[src/rtl/mcdf_arbiter_if.sv]
// Configuration, FIFO-level and formatter handshake bundle for the MCDF packet arbiter.
// master = arbiter side, slave = register block / FIFOs / formatter side.
interface mcdf_arbiter_if #(
  parameter int CNT_W = 6
);
  logic             slv0_en;
  logic             slv1_en;
  logic             slv2_en;
  logic [1:0]       slv0_prio;
  logic [1:0]       slv1_prio;
  logic [1:0]       slv2_prio;
  logic [2:0]       slv0_len;
  logic [2:0]       slv1_len;
  logic [2:0]       slv2_len;
  logic [CNT_W-1:0] slv0_cnt;
  logic [CNT_W-1:0] slv1_cnt;
  logic [CNT_W-1:0] slv2_cnt;
  logic             slv0_pop;
  logic             slv1_pop;
  logic             slv2_pop;
  logic             fmt_req;
  logic [1:0]       fmt_ch;
  logic [5:0]       fmt_len;
  logic             fmt_grant;
  logic             fmt_rdy;
  logic             pkt_done;

  modport master (
    input  slv0_en, slv1_en, slv2_en,
    input  slv0_prio, slv1_prio, slv2_prio,
    input  slv0_len, slv1_len, slv2_len,
    input  slv0_cnt, slv1_cnt, slv2_cnt,
    output slv0_pop, slv1_pop, slv2_pop,
    output fmt_req, fmt_ch, fmt_len,
    input  fmt_grant, fmt_rdy,
    output pkt_done
  );

  modport slave (
    output slv0_en, slv1_en, slv2_en,
    output slv0_prio, slv1_prio, slv2_prio,
    output slv0_len, slv1_len, slv2_len,
    output slv0_cnt, slv1_cnt, slv2_cnt,
    input  slv0_pop, slv1_pop, slv2_pop,
    input  fmt_req, fmt_ch, fmt_len,
    output fmt_grant, fmt_rdy,
    input  pkt_done
  );
endinterface

[src/rtl/mcdf_arbiter.sv]
// Three-channel MCDF packet arbiter: priority + round-robin selection, req/grant, word pops.
// Optional starvation promotion is built when MCDF_ARB_STARVE_EN is defined.
module mcdf_arbiter #(
  parameter int CNT_W        = 6,
  parameter int STARVE_LIMIT = 4
) (
  input  logic           clk,
  input  logic           rstn,
  mcdf_arbiter_if.master bus
);

  typedef enum logic [1:0] {
    IDLE  = 2'd0,
    REQ   = 2'd1,
    BURST = 2'd2
  } state_t;

  function automatic logic [5:0] decode_len(input logic [2:0] code);
    logic [5:0] words;
    case (code)
      3'd0:    words = 6'd1;
      3'd1:    words = 6'd2;
      3'd2:    words = 6'd4;
      3'd3:    words = 6'd8;
      default: words = 6'd32;
    endcase
    return words;
  endfunction

  function automatic logic [1:0] next_ch(input logic [1:0] ch);
    return (ch == 2'd2) ? 2'd0 : ch + 2'd1;
  endfunction

  // Index 3 is a tied-off phantom channel so 2-bit channel ids always index in range.
  logic [3:0]       en;
  logic [1:0]       prio     [3];
  logic [2:0]       len_code [3];
  logic [CNT_W-1:0] cnt      [3];
  logic [5:0]       dec_len  [4];
  logic [3:0]       eligible;
  logic [2:0]       starved;
  logic [2:0]       key      [3];
  logic             any_elig;

  assign en       = {1'b0, bus.slv2_en, bus.slv1_en, bus.slv0_en};
  assign prio     = '{bus.slv0_prio, bus.slv1_prio, bus.slv2_prio};
  assign len_code = '{bus.slv0_len, bus.slv1_len, bus.slv2_len};
  assign cnt      = '{bus.slv0_cnt, bus.slv1_cnt, bus.slv2_cnt};

  assign dec_len[3]  = 6'd0;
  assign eligible[3] = 1'b0;

  genvar gi;
  generate
    for (gi = 0; gi < 3; gi++) begin : g_ch
      assign dec_len[gi]  = decode_len(len_code[gi]);
      assign eligible[gi] = en[gi] && (int'(cnt[gi]) >= int'(dec_len[gi]));
      // A starved channel outranks every non-starved one, whatever its programmed priority.
      assign key[gi]      = starved[gi] ? 3'b000 : {1'b1, prio[gi]};
    end
  endgenerate

  assign any_elig = |eligible[2:0];

  state_t     state_reg, state_next;
  logic [1:0] win_reg,   win_next;
  logic [5:0] len_reg,   len_next;
  logic [5:0] beat_reg,  beat_next;
  logic [1:0] last_reg,  last_next;

  logic [2:0] best_key;
  logic       best_found;
  logic [1:0] sel;
  logic       sel_found;
  logic [1:0] rr_idx;

  always_comb begin
    best_key   = 3'b111;
    best_found = 1'b0;
    for (int i = 0; i < 3; i++) begin
      if (eligible[i] && (!best_found || key[i] < best_key)) begin
        best_key   = key[i];
        best_found = 1'b1;
      end
    end
  end

  // Among channels sharing the best key, scan from the one after the last winner.
  always_comb begin
    sel       = 2'd0;
    sel_found = 1'b0;
    rr_idx    = next_ch(last_reg);
    for (int k = 0; k < 3; k++) begin
      if (!sel_found && eligible[rr_idx] && key[rr_idx[1:0] == 2'd3 ? 0 : rr_idx] == best_key) begin
        sel       = rr_idx;
        sel_found = 1'b1;
      end
      rr_idx = next_ch(rr_idx);
    end
  end

`ifdef MCDF_ARB_STARVE_EN
  localparam int LOSS_W = $clog2(STARVE_LIMIT + 1);

  logic leave_idle;
  assign leave_idle = (state_reg == IDLE) && any_elig;

  generate
    for (gi = 0; gi < 3; gi++) begin : g_loss
      logic [LOSS_W-1:0] loss_reg;

      assign starved[gi] = (int'(loss_reg) >= STARVE_LIMIT);

      // Losses are tallied only at selection events, saturating at the limit.
      always_ff @(posedge clk or negedge rstn) begin
        if (!rstn) begin
          loss_reg <= '0;
        end else if (leave_idle) begin
          if (sel == 2'(gi) || !eligible[gi]) begin
            loss_reg <= '0;
          end else if (!starved[gi]) begin
            loss_reg <= loss_reg + LOSS_W'(1);
          end
        end
      end
    end
  endgenerate
`else
  // No loss counters in this build; the comparison folds to a constant 0.
  assign starved = {3{STARVE_LIMIT < 0}};
`endif

  logic [2:0] pop_vec;
  logic       req;
  logic       done;

  always_ff @(posedge clk or negedge rstn) begin
    if (!rstn) begin
      state_reg <= IDLE;
      win_reg   <= 2'd0;
      len_reg   <= 6'd0;
      beat_reg  <= 6'd0;
      last_reg  <= 2'd2;
    end else begin
      state_reg <= state_next;
      win_reg   <= win_next;
      len_reg   <= len_next;
      beat_reg  <= beat_next;
      last_reg  <= last_next;
    end
  end

  always_comb begin
    state_next = state_reg;
    win_next   = win_reg;
    len_next   = len_reg;
    beat_next  = beat_reg;
    last_next  = last_reg;
    pop_vec    = 3'b000;
    req        = 1'b0;
    done       = 1'b0;
    case (state_reg)
      IDLE: begin
        if (any_elig) begin
          state_next = REQ;
          win_next   = sel;
          len_next   = dec_len[sel];
          beat_next  = dec_len[sel];
        end
      end
      REQ: begin
        req = 1'b1;
        // An accepted grant takes precedence over a same-cycle enable drop.
        if (bus.fmt_grant) begin
          state_next = BURST;
          last_next  = win_reg;
        end else if (!en[win_reg]) begin
          state_next = IDLE;
        end
      end
      BURST: begin
        if (bus.fmt_rdy) begin
          pop_vec[win_reg] = 1'b1;
          beat_next        = beat_reg - 6'd1;
          if (beat_reg == 6'd1) begin
            done       = 1'b1;
            state_next = IDLE;
          end
        end
      end
      default: begin
        state_next = IDLE;
      end
    endcase
  end

  assign bus.slv0_pop = pop_vec[0];
  assign bus.slv1_pop = pop_vec[1];
  assign bus.slv2_pop = pop_vec[2];
  assign bus.fmt_req  = req;
  assign bus.fmt_ch   = win_reg;
  assign bus.fmt_len  = len_reg;
  assign bus.pkt_done = done;

endmodule

[src/flat_wrapper.sv]
// flat-port wrapper written by rule: the top's interface ports become plain ports
module mcdf_arbiter_flat 
#(
  parameter int CNT_W        = 6,
  parameter int STARVE_LIMIT = 4
)
  (clk, rstn, bus_slv0_en, bus_slv1_en, bus_slv2_en, bus_slv0_prio, bus_slv1_prio, bus_slv2_prio, bus_slv0_len, bus_slv1_len, bus_slv2_len, bus_slv0_cnt, bus_slv1_cnt, bus_slv2_cnt, bus_slv0_pop, bus_slv1_pop, bus_slv2_pop, bus_fmt_req, bus_fmt_ch, bus_fmt_len, bus_fmt_grant, bus_fmt_rdy, bus_pkt_done);
  mcdf_arbiter_if #(.CNT_W(CNT_W)) bus_i ();
  input  logic clk;
  input  logic rstn;
  input wire logic [$bits(bus_i.slv0_en)-1:0] bus_slv0_en;
  input wire logic [$bits(bus_i.slv1_en)-1:0] bus_slv1_en;
  input wire logic [$bits(bus_i.slv2_en)-1:0] bus_slv2_en;
  input wire logic [$bits(bus_i.slv0_prio)-1:0] bus_slv0_prio;
  input wire logic [$bits(bus_i.slv1_prio)-1:0] bus_slv1_prio;
  input wire logic [$bits(bus_i.slv2_prio)-1:0] bus_slv2_prio;
  input wire logic [$bits(bus_i.slv0_len)-1:0] bus_slv0_len;
  input wire logic [$bits(bus_i.slv1_len)-1:0] bus_slv1_len;
  input wire logic [$bits(bus_i.slv2_len)-1:0] bus_slv2_len;
  input wire logic [$bits(bus_i.slv0_cnt)-1:0] bus_slv0_cnt;
  input wire logic [$bits(bus_i.slv1_cnt)-1:0] bus_slv1_cnt;
  input wire logic [$bits(bus_i.slv2_cnt)-1:0] bus_slv2_cnt;
  output wire logic [$bits(bus_i.slv0_pop)-1:0] bus_slv0_pop;
  output wire logic [$bits(bus_i.slv1_pop)-1:0] bus_slv1_pop;
  output wire logic [$bits(bus_i.slv2_pop)-1:0] bus_slv2_pop;
  output wire logic [$bits(bus_i.fmt_req)-1:0] bus_fmt_req;
  output wire logic [$bits(bus_i.fmt_ch)-1:0] bus_fmt_ch;
  output wire logic [$bits(bus_i.fmt_len)-1:0] bus_fmt_len;
  input wire logic [$bits(bus_i.fmt_grant)-1:0] bus_fmt_grant;
  input wire logic [$bits(bus_i.fmt_rdy)-1:0] bus_fmt_rdy;
  output wire logic [$bits(bus_i.pkt_done)-1:0] bus_pkt_done;
  assign bus_i.slv0_en = bus_slv0_en;
  assign bus_i.slv1_en = bus_slv1_en;
  assign bus_i.slv2_en = bus_slv2_en;
  assign bus_i.slv0_prio = bus_slv0_prio;
  assign bus_i.slv1_prio = bus_slv1_prio;
  assign bus_i.slv2_prio = bus_slv2_prio;
  assign bus_i.slv0_len = bus_slv0_len;
  assign bus_i.slv1_len = bus_slv1_len;
  assign bus_i.slv2_len = bus_slv2_len;
  assign bus_i.slv0_cnt = bus_slv0_cnt;
  assign bus_i.slv1_cnt = bus_slv1_cnt;
  assign bus_i.slv2_cnt = bus_slv2_cnt;
  assign bus_slv0_pop = bus_i.slv0_pop;
  assign bus_slv1_pop = bus_i.slv1_pop;
  assign bus_slv2_pop = bus_i.slv2_pop;
  assign bus_fmt_req = bus_i.fmt_req;
  assign bus_fmt_ch = bus_i.fmt_ch;
  assign bus_fmt_len = bus_i.fmt_len;
  assign bus_i.fmt_grant = bus_fmt_grant;
  assign bus_i.fmt_rdy = bus_fmt_rdy;
  assign bus_pkt_done = bus_i.pkt_done;
  mcdf_arbiter #(.CNT_W(CNT_W), .STARVE_LIMIT(STARVE_LIMIT)) u_core (.clk(clk), .rstn(rstn), .bus(bus_i));
endmodule
[config.mk]
export PLATFORM = sky130hd
export DESIGN_NAME = mcdf_arbiter_flat
export DESIGN_NICKNAME = d
export VERILOG_FILES = /design/src/rtl/mcdf_arbiter_if.sv /design/src/rtl/mcdf_arbiter.sv /design/src/flat_wrapper.sv
export SDC_FILE = /design/constraint.sdc
export NUM_CORES = 1
export LEC_CHECK = 0
export ABC_CLOCK_PERIOD_IN_PS = 4200
export CAP_MARGIN = 20
export CORE_MARGIN = 2
export CORE_UTILIZATION = 50
export DETAILED_ROUTE_END_ITERATION = 16
export GPL_ROUTABILITY_DRIVEN = 0
export HOLD_SLACK_MARGIN = 0.12
export PLACE_DENSITY = 0.78
export SLEW_MARGIN = 20
export SYNTH_ARGS = -nofsm -noshare
export SYNTH_HDL_FRONTEND = slang
export SYNTH_SLANG_ARGS = --single-unit
export TNS_END_PERCENT = 20
[constraint.sdc]
create_clock -name clk -period 4.2 [get_ports clk]
set_input_delay 0.84 -clock clk [delete_from_list [all_inputs] [get_ports clk]]
set_output_delay 0.84 -clock clk [all_outputs]
set_load 0.03 [all_outputs]
== Word-level counts from Yosys, hierarchy flattened ==
Cells that the tools add are included.
W data, S select, Z words.
Word-level totals
  bits in latches: 0
  memory bits (writable): 0
  bits of input ports: 40
  flip-flop bits (word level): 18
  ROM bits: 0
  word-level logic and storage cells: 135
  memories: 0
Cells by class
  order comparisons: 14
  shifts and indexed selects: 0
  $add $sub $neg: 4
  $mul: 0
  divide/modulo/power cells: 0
  mux-type cells: 56
  bitwise logic cells: 4
  reduce and logical (&&, ||, !) cells: 27
  equal/unequal tests: 25
Operators by type and width (number)
  $ge A33 B3 Y1 const B: 3
  $not A32 Y33: 3
  $pmux W6 S4: 3
  $mux W2: 17
  $mux W3: 8
  $mux W6: 4
  $bmux W3 S2: 3
  $eq A3 B2 Y1 const B: 6
  $ge A6 B6 Y1: 3
  $eq A2 B2 Y1 const B: 7
  $mux W1: 13
  $bmux W6 S2: 1
  $lt A2 B3 Y1 const B: 4
  $pmux W6 S2: 1
  $logic_and A1 B1 Y1: 11
  $eq A3 B1 Y1 const B: 3
  $eq A3 B3 Y1: 3
  $logic_not A3 Y1: 3
  $bmux W1 S2: 4
  $add A2 B1 Y2 const B: 3
  $eq A6 B1 Y1 const B: 1
  $lt A3 B3 Y1: 2
  $pmux W2 S3: 1
  $sub A6 B1 Y6 const B: 1
  16 further kinds: 22

== Depth between registers and ports, before layout ==
Gate-level depths: netlist of the first run.
  depth after elaboration: 30
  depth in mapped cells: 22
  depth with buffers taken out: 22

== Worst setup path after synthesis of the first run ==
OpenSTA, ideal clock, no wires.
  path type: input port to flip-flop
  from: input port bus_slv0_len[2]
  to: register u_core.beat_reg[2]
  setup time: 0.104 ns
  required time: 4.096 ns
  stages: 21
  setup slack: -1.232 ns
  arrival: 5.328 ns
  path buffers: 0
  cell sequence: inv_1 > nand3_1 > ha_1 > a2111oi_2 > o21ai_1 > o211ai_1 > nor2_1 > ha_1 > a21oi_1 > a211o_1 > o31ai_2 > ha_1 > or3_1 > o32ai_2 > mux2_4 > xnor2_2 > o2111ai_2 > mux2_2 > a31oi_4 > mux2_1 > a221oi_1
On the way
  longest elaborated chain between the ends: 30
  elaborated cells on any way between the ends: 50
RTL lines
  start: declaration: RTL line flat_wrapper.sv:17  | input wire logic [$bits(bus_i.slv0_len)-1:0] bus_slv0_len;
  $eq A3 B2 Y1 (tied with other cells): RTL line mcdf_arbiter.sv:20  | case (code)
  $pmux W6 S4 (*): RTL line mcdf_arbiter.sv:20
  $ge A6 B6 Y1: RTL line mcdf_arbiter.sv:57  | assign eligible[gi] = en[gi] && (int'(cnt[gi]) >= int'(dec_len[gi]));
  $logic_and A1 B1 Y1: RTL line mcdf_arbiter.sv:57
  $mux W2 or $mux W1 (tied branches): RTL line mcdf_arbiter.sv:81  | if (eligible[i] && (!best_found || key[i] < best_key)) begin
  $lt A3 B3 Y1 or $logic_not A1 Y1 (tied branches): RTL line mcdf_arbiter.sv:81
  $logic_or A1 B1 Y1: RTL line mcdf_arbiter.sv:81
  $logic_and A1 B1 Y1: RTL line mcdf_arbiter.sv:81
  [12 not listed]
  $logic_not A1 Y1: RTL line mcdf_arbiter.sv:94  | if (!sel_found && eligible[rr_idx] && key[rr_idx[1:0] == 2'd3 ? 0 : rr_idx] == best_key) begin
  $logic_and A1 B1 Y1 (2 in series): RTL line mcdf_arbiter.sv:94
  $mux W2: RTL line mcdf_arbiter.sv:94
  $not A2 Y3 (implied by the code): RTL line mcdf_arbiter.sv:168  | beat_next = dec_len[sel];
  $bmux W6 S2: RTL line mcdf_arbiter.sv:168
  $mux W6 (implied by the code) (2 in series): RTL line mcdf_arbiter.sv:168
  $mux W6: RTL line mcdf_arbiter.sv:164  | if (any_elig) begin
  $pmux W6 S2: RTL line mcdf_arbiter.sv:162  | case (state_reg)
  end signal: assignment: RTL line mcdf_arbiter.sv:148  | beat_reg <= beat_next;
  end: declaration: RTL line mcdf_arbiter.sv:68  | logic [5:0] beat_reg, beat_next;
Mark *: on every way between the ends. The rest lies on a longest branch, timed or not. The select of a mux whose other input is x is not followed.
A chain may end at the register's enable or synchronous reset.

== Final worst setup path of the first run ==
  from: input port bus_slv0_len[1]
  to: register u_core.beat_reg[2]
The elaborated chain is that of the path after synthesis.

==> metrics.md, run 1 <==
| Metric | Value |
|---|---|
| Largest net degree at the start of global routing | 19 |
| Endpoints failing hold | 0 |
| Post-route design area | 3273 µm² |
| Cell type with the largest total area after synthesis | dfrtp_1 |
| Avg WL per Cell | 16.96 µm |
| CP required | 4.36 ns |
| Core ar. | 3943 µm² |
| GR Overflow Total | 0 |
| Highest Clock Rate | 181.3 MHz |
| Ys async rst share | 1.000 |
| Yosys cell types | 63 |
| Layout Nets | 413 |
| Period minus WS final | 5.515 ns |
| Yosys warns | 0 |
| Worst setup SP type | input port |
| Initial drt markers | 200 |
| Worst Setup SP | bus_slv0_len[1] |
| Worst R2R Start | u_core.last_reg[0] |
| GRT Resource Usage Total | 0.2784 |
| Vias in the first global route | 2232 |
| Area of the die | 4550 µm² |
| First-pass GRT wire length | 9.708 mm |
| Crit. End Element | flop |
| Slew HR | 0.5203 |
| Worst-Skew Late Latency | 0.25 ns |
| Static leakage | 0.001399 µW |
| DR DRC count | 0 |
| Max-cap violations | 0 |
| Ant diodes | 0 |
| Ys flop type | dfrtp_1 |
| DRT antenna net count | 0 |
| Clock root buffer | clkbuf_8 |
| Clock sink count | 17 |
| Share of the synthesized area in the top cell type | 0.1989 |
| Worst-path cell chain | buf_6 -> or3_4 -> ha_4 -> o211ai_1 -> o21ai_1 -> o211ai_1 -> nor2_1 -> ha_1 -> a21oi_2 -> a211o_1 -> o31ai_2 -> ha_2 -> or3_4 -> o32ai_4 -> mux2_4 -> xnor2_4 -> o2111ai_4 -> mux2_4 -> a31oi_4 -> mux2_4 -> a221oi_2 |
| Worst IR Drop VDD | 261.3 µV |
| Failing checks | setup timing |
| Hold Startpoint | u_core.bus.fmt_len[0] |
| Worst-path maximum fanout | 5 |
| Slew Limit Fails | 0 |
| I/O pins | 53 |
| Crit path DAT | 5.67 ns |
| Worst Hold Class | reg -> reg |
| Area grow syn2layout | 62.59% |
| Pwr dens | 497.7 nW/µm² |
| Post-synth EDFFs | 0 |
| CP max-delay cell | or3_4 |
| Final setup fails | 12 |
| Reg clk slew, reported paths | 0.06 ns |
| Half-perimeter wire length after placement | 4.859 mm |
| Die W | 67.46 µm |
| H-tree levels | 1 |
| Worst stage delay on the critical path | 0.40 ns |
| Share of cells above drive strength 1 | 0.3258 |
| Row count | 23 |
| CTS tree | built |
| Net count after synthesis | 305 |
| Critical path class | in -> reg |
| # port buffers | 51 |
| Router iterations before antenna repair | 5 |
| Post-placement cell area | 2982 µm² |
| Antenna violations before repair | 0 |
| Worst Tran Pin Value | 0.7174 ns |
| Total CTS buffers | 3 |
| Max FFs per register | 6 |
| Vias/cell | 6.050 |
| Synth Register Bits | 17 |
| Final WL | 6.836 mm |
| Initial Util | 0.5106 |
| Most frequent CP cell | mux2_4 |
| Run status | finished, violations left |
| Syn_area_per_cell | 8.184 µm² |
| Final Cycle Share | 1.313 |
| RSZ-0062 raised after global routing | true |
| Clock buffer depth | 2 |
| Register area share after synthesis | 0.2119 |
| CP bufs+invs | 1 |
| Worst setup margin | -1.315 ns |
| TNS Setup | -14.22 ns |
| Dominant cells by area after synthesis | dfrtp_1 (20%), ha_1 (12%), mux2i_1 (6.0%) |
| Clock Skew | 0.0004818 ns |
| Via count | 2438 |
| Flop-to-flop setup slack | 1.24 ns |
| Crit-path leading delay family | compound AO/OA/AOI/OAI gates |
| Die H | 67.46 µm |
| Post-Synthesis Cells | 246 |
| Synth Cell Area | 2013 µm² |
synth_stat cells (2+ instances only):
| cell | n |
|---|---|
| or3_1 | 5 |
| mux2i_1 | 12 |
| and2_1 | 2 |
| o221ai_1 | 4 |
| nand2_1 | 23 |
| mux2_2 | 3 |
| a31oi_1 | 2 |
| o211ai_1 | 6 |
| nand2b_1 | 2 |
| a211oi_1 | 4 |
| nor3_1 | 11 |
| a21oi_1 | 9 |
| o31ai_1 | 2 |
| mux2_1 | 2 |
| nor2_1 | 18 |
| dfrtp_1 | 16 |
| o21ai_1 | 5 |
| nor4b_1 | 2 |
| nand3_1 | 9 |
| clkbuf_1 | 7 |
| xnor2_1 | 6 |
| o21a_1 | 2 |
| nor3b_1 | 2 |
| o21ai_0 | 13 |
| o22ai_1 | 2 |
| xor2_1 | 3 |
| ha_1 | 19 |
| inv_1 | 19 |
| nor4_1 | 2 |
per-layer routing:
metal,global-route usage,part of all wire,vias to the layer above
met5,0,0,-
met1,0.3333,0.39,1150
met4,0.1071,0.042,0
met3,0.02167,0.049,29
li1,-,-,1140
met2,0.5136,0.52,119
tightest hold or removal path: cells and delay by family, from the launching register on:
kind	cells	cell delay, ns
flops	1	0.35
simple gates	2	0.11
metrics by stage:
| step | power [µW] | cells | util | setup WS (ns) | hold WS, ns |
|---|---|---|---|---|---|
| after detailed placement | 1350 | 393 | 0.7563 | -1.989 | 0.4923 |
| final | 1629 | 403 | 0.8302 | -1.315 | 0.4995 |
| after floorplan | 992.0 | 246 | - | -1.204 | 0.5108 |
| after global placement | 1322 | 393 | 0.7563 | -1.765 | 0.4622 |
| after global routing | 1736 | 403 | 0.8302 | -1.555 | 0.5189 |
| after CTS | 1535 | 402 | 0.8074 | -1.179 | 0.5086 |
final timing paths:
path                                         endpoint  cells past startpoint
max in group asynchronous       u_core.bus.fmt_len[0]                      1
worst max-delay path               u_core.beat_reg[2]                     21
min in group asynchronous       u_core.bus.fmt_len[5]                      1
worst min register to register  u_core.bus.fmt_len[0]                      2
worst max register to register     u_core.beat_reg[2]                      9
worst min-delay path            u_core.bus.fmt_len[0]                      2
cell type report:
cell class                 count  area (µm²)
sequential                    17       426.7
fill                         247       669.4
timing repair buffer         112       968.4
tap                           50       62.56
multi-input combinational    201        1698
clock buffer                   3       41.29
inverter                      19       71.32
clock inverter                 1       5.005
cell families (layout without fill, tap and decap cells):
| kind of cell | after synthesis | in the layout | synth area share |
|---|---|---|---|
| XOR/XNOR | 10 | 10 | 0.04724 |
| multiplexers | 18 | 18 | 0.09509 |
| AO/OA/AOI/OAI | 70 | 70 | 0.2685 |
| flip-flops | 17 | 17 | 0.2119 |
| other | 1 | 1 | 0.001863 |
| buffers and inverters | 28 | 135 | 0.05407 |
| AND/OR/NAND/NOR | 83 | 83 | 0.2032 |
| adder cells (fa/ha/maj) | 19 | 19 | 0.1181 |
where the power goes:
group / total (µW) / leakage [µW] / internal (µW) / switching, µW
Clock: 118 / 0.0000255 / 65.7 / 52.6
Combinational: 1160 / 0.00116 / 552 / 604
Sequential: 355 / 0.000217 / 241 / 113
Total: 1630 / 0.00140 / 859 / 770
placed cells by master, fill, tap and decap left out, types with 3 or more instances in the layout:
master	instances
dfrtp_1	16
clkbuf_8	3
dlygate4sd2_1	3
o21ai_1	5
nand2_1	23
clkdlybuf4s50_1	44
inv_1	17
nand3_1	7
buf_4	61
or3_1	3
o211ai_1	6
mux2i_1	10
nor3_1	10
a211oi_1	4
mux2_4	4
ha_1	13
nor2_1	17
ha_4	4
o221ai_1	4
xnor2_1	3
o21ai_0	13
a21oi_1	7
xnor2_2	3
what timing repair did:
action | in CTS | in global routing
setup buffers | 5 | 1
pin swaps | 20 | 18
setup endpoints to repair | 12 | 12
hold buffers | 0 | 0
resized for setup | 40 | 13
(Power assumes the default switching activity.)
==> run 2, diff against run 1 <==
- CORE_ASPECT_RATIO: unset -> 0.5
==> run 2 against run 1 <==
- the run still ends with setup timing left
- critical path depth stayed put
- register-to-register slack got worse by 0.25 ns
- fmax down 4.9%
- clock power about the same
- worst setup slack lost 0.28 ns
- count of clock-buffer cells in the layout unchanged
- highest routed layer unchanged
==> metrics.md, run 2 (synthesis gave the netlist of run 1 again) <==
| Metric | Value |
|---|---|
| Endpoints failing hold | 0 (unchanged) |
| Vias/cell | 6.680 (was 6.050) |
| Reg clk slew, reported paths | 0.06 ns (about the same) |
| Hold depth | 2 (unchanged) |
| Worst Hold Class | reg -> reg (unchanged) |
| Crit path DAT | 5.91 ns (was 5.67 ns) |
| DR DRC count | 0 (unchanged) |
| Comb pwr share | 0.723 (was 0.710) |
| Psw | 877.8 µW (was 769.8 µW) |
| Initial drt markers | 254 (was 200) |
| Row count | 16 (was 23) |
| Period minus WS final | 5.797 ns (was 5.515 ns) |
| Clock Skew | 0.002380 ns (was 0.0004818 ns) |
| Final Cycle Share | 1.380 (was 1.313) |
| GRT Resource Usage Total | 0.3435 (was 0.2784) |
| Final WL | 9.962 mm (was 6.836 mm) |
| # port buffers | 51 (unchanged) |
| Crit. End Element | flop (unchanged) |
| Worst setup margin | -1.597 ns (was -1.315 ns) |
| Clock buffer depth | 2 (unchanged) |
| Vias in the first global route | 2645 (was 2232) |
| Ant diodes | 0 (unchanged) |
| Core ar. | 3884 µm² (was 3943 µm²) |
| I/O pins | 53 (unchanged) |
| Half-perimeter wire length after placement | 5.152 mm (was 4.859 mm) |
| Run status | finished, violations left (unchanged) |
| Final Util | 0.8934 (was 0.8302) |
| Worst Tran Pin Value | 0.7104 ns (was 0.7174 ns) |
| CTS tree | built (unchanged) |
| Layout Nets | 434 (was 413) |
| Slew Limit Fails | 0 (unchanged) |
| Critical path class | in -> reg (unchanged) |
| Final hold slack | 0.4886 ns (was 0.4995 ns) |
| Failing checks | setup timing (unchanged) |
| Final setup fails | 13 (was 12) |
| Clock sink count | 17 (unchanged) |
| Seq pwr share | 0.209 (was 0.218) |
| Router iterations before antenna repair | 6 (was 5) |
| CP required | 4.31 ns (was 4.36 ns) |
| Switching part of the total power | 0.5003 (was 0.4726) |
| Internal power | 876.8 µW (was 859.2 µW) |
| Antenna violations before repair | 0 (unchanged) |
| H-tree levels | 1 (unchanged) |
| Area of the die | 4581 µm² (was 4550 µm²) |
| Slew HR | 0.5249 (was 0.5203) |
| Clock Power Share | 0.069 (was 0.073) |
| Share of cells above drive strength 1 | 0.3636 (was 0.3258) |
| Area grow syn2layout | 72.34% (was 62.59%) |
| Most frequent cells in the layout | buf_4 (81), clkdlybuf4s50_1 (45), nand2_1 (23), inv_1 (17) (was buf_4 (61), clkdlybuf4s50_1 (44), nand2_1 (23), inv_1 (17), nor2_1 (17)) |
| Die H | 48.87 µm (was 67.46 µm) |
| Pwr dens | 505.7 nW/µm² (was 497.7 nW/µm²) |
| GR Overflow Total | 0 (unchanged) |
| Static leakage | 0.001485 µW (was 0.001399 µW) |
| First-pass GRT wire length | 12.47 mm (was 9.708 mm) |
| Initial Util | 0.5184 (was 0.5106) |
| Worst IR Drop VDD | 258.5 µV (was 261.3 µV) |
| Clock root buffer | clkbuf_8 (unchanged) |
| Via count | 2859 (was 2438) |
| Total CTS buffers | 3 (unchanged) |
| R2R depth | 9 (unchanged) |
| Max-cap violations | 0 (unchanged) |
| Avg WL per Cell | 23.28 µm (was 16.96 µm) |
| RSZ-0062 raised after global routing | true (unchanged) |
| Worst setup SP type | input port (unchanged) |
| DRT antenna net count | 0 (unchanged) |
| Hold Buf Count CTS | 0 (unchanged) |
| Worst-Skew Late Latency | 0.25 ns (about the same) |
| Max FFs per register | 6 (unchanged) |
| Largest net degree at the start of global routing | 19 (unchanged) |
| Worst-path maximum fanout | 5 (unchanged) |
| Most common cell after layout, fill and taps aside | buf_4 (unchanged) |
| Highest Clock Rate | 172.5 MHz (was 181.3 MHz) |
| Die W | 93.74 µm (was 67.46 µm) |
-- run 2: changes by cell type in the layout (fill, tap and decap cells not counted), moves of 2 or more --
cell / change
inv_2: -2
buf_4: +20
inv_4: +2
xnor2_2: -2
xnor2_1: +3
-- run 2: timing repair --
item / 4_1_cts / 5_1_grt
setup endpoints to repair: 12 / 13
pin swaps: 22 / 21
resized for setup: 44 / 19
buffers inserted: 19 / 6
-- run 2: final cells by class --
class                      instances  area (µm²)
multi-input combinational        201        1715
timing repair buffer             133        1137
sequential                        17       426.7
fill                             155       414.1
inverter                          19       76.32
tap                               54       67.56
clock buffer                       3       41.29
clock inverter                     1       5.005
-- run 2: path summary, 6_finish.rpt --
check / startpoint / endpoint / slack (ns)
setup / recovery: bus_slv0_len[1] / u_core.beat_reg[5] / -1.60
hold reg to reg: u_core.bus.fmt_len[0] / u_core.bus.fmt_len[0] / 0.49
setup reg to reg: u_core.last_reg[0] / u_core.beat_reg[5] / 0.99
hold / removal: u_core.bus.fmt_len[0] / u_core.bus.fmt_len[0] / 0.49
max in group asynchronous: rstn / u_core.bus.fmt_len[1] / 2.74
min in group asynchronous: rstn / u_core.beat_reg[5] / 1.01
-- run 2: power groups by stage --
stage | clock (µW) | sequential (µW) | combinational, µW
after floorplan | 0 | 352 | 640
after CTS | 121 | 350 | 1080
after detailed placement | 0 | 352 | 1020
after global routing | 128 | 375 | 1320
final | 120 | 366 | 1270
after global placement | 0 | 346 | 988
-- run 2: stage by stage --
stage          instances  setup slack, ns  TNS, ns  total power (µW)  instance area, µm²
2_1_floorplan        246           -1.204   -12.71             992.0                2033
3_3_place_gp         399           -1.780   -19.68              1334                3002
3_5_place_dp         399           -2.000   -22.34              1371                3002
4_1_cts              422           -1.174   -12.19              1552                3319
5_1_grt              428           -1.708   -19.05              1826                3470
6_report             428           -1.597   -17.72              1755                3470
-- run 2: critical path, stage by stage --
cell	delay (ns)
buf_8	0.10
or3_4	0.41
ha_4	0.28
o211ai_1	0.10
o21ai_1	0.24
o211ai_1	0.20
nor2_1	0.19
ha_1	0.27
a21oi_2	0.19
a211o_1	0.19
o31ai_4	0.09
ha_2	0.20
or3_4	0.38
o32ai_4	0.24
mux2_4	0.37
xnor2_2	0.21
o2111ai_4	0.20
mux2_4	0.36
a31oi_4	0.25
mux2i_1	0.40
a222oi_1	0.18
-- run 2: per-layer routing --
metal	routed length, µm	share of wire	GRT usage
met1	3499	0.35	0.4104
met2	4330	0.43	0.5976
met3	1076	0.11	0.04482
met4	1056	0.11	0.1957
met5	0	0	0
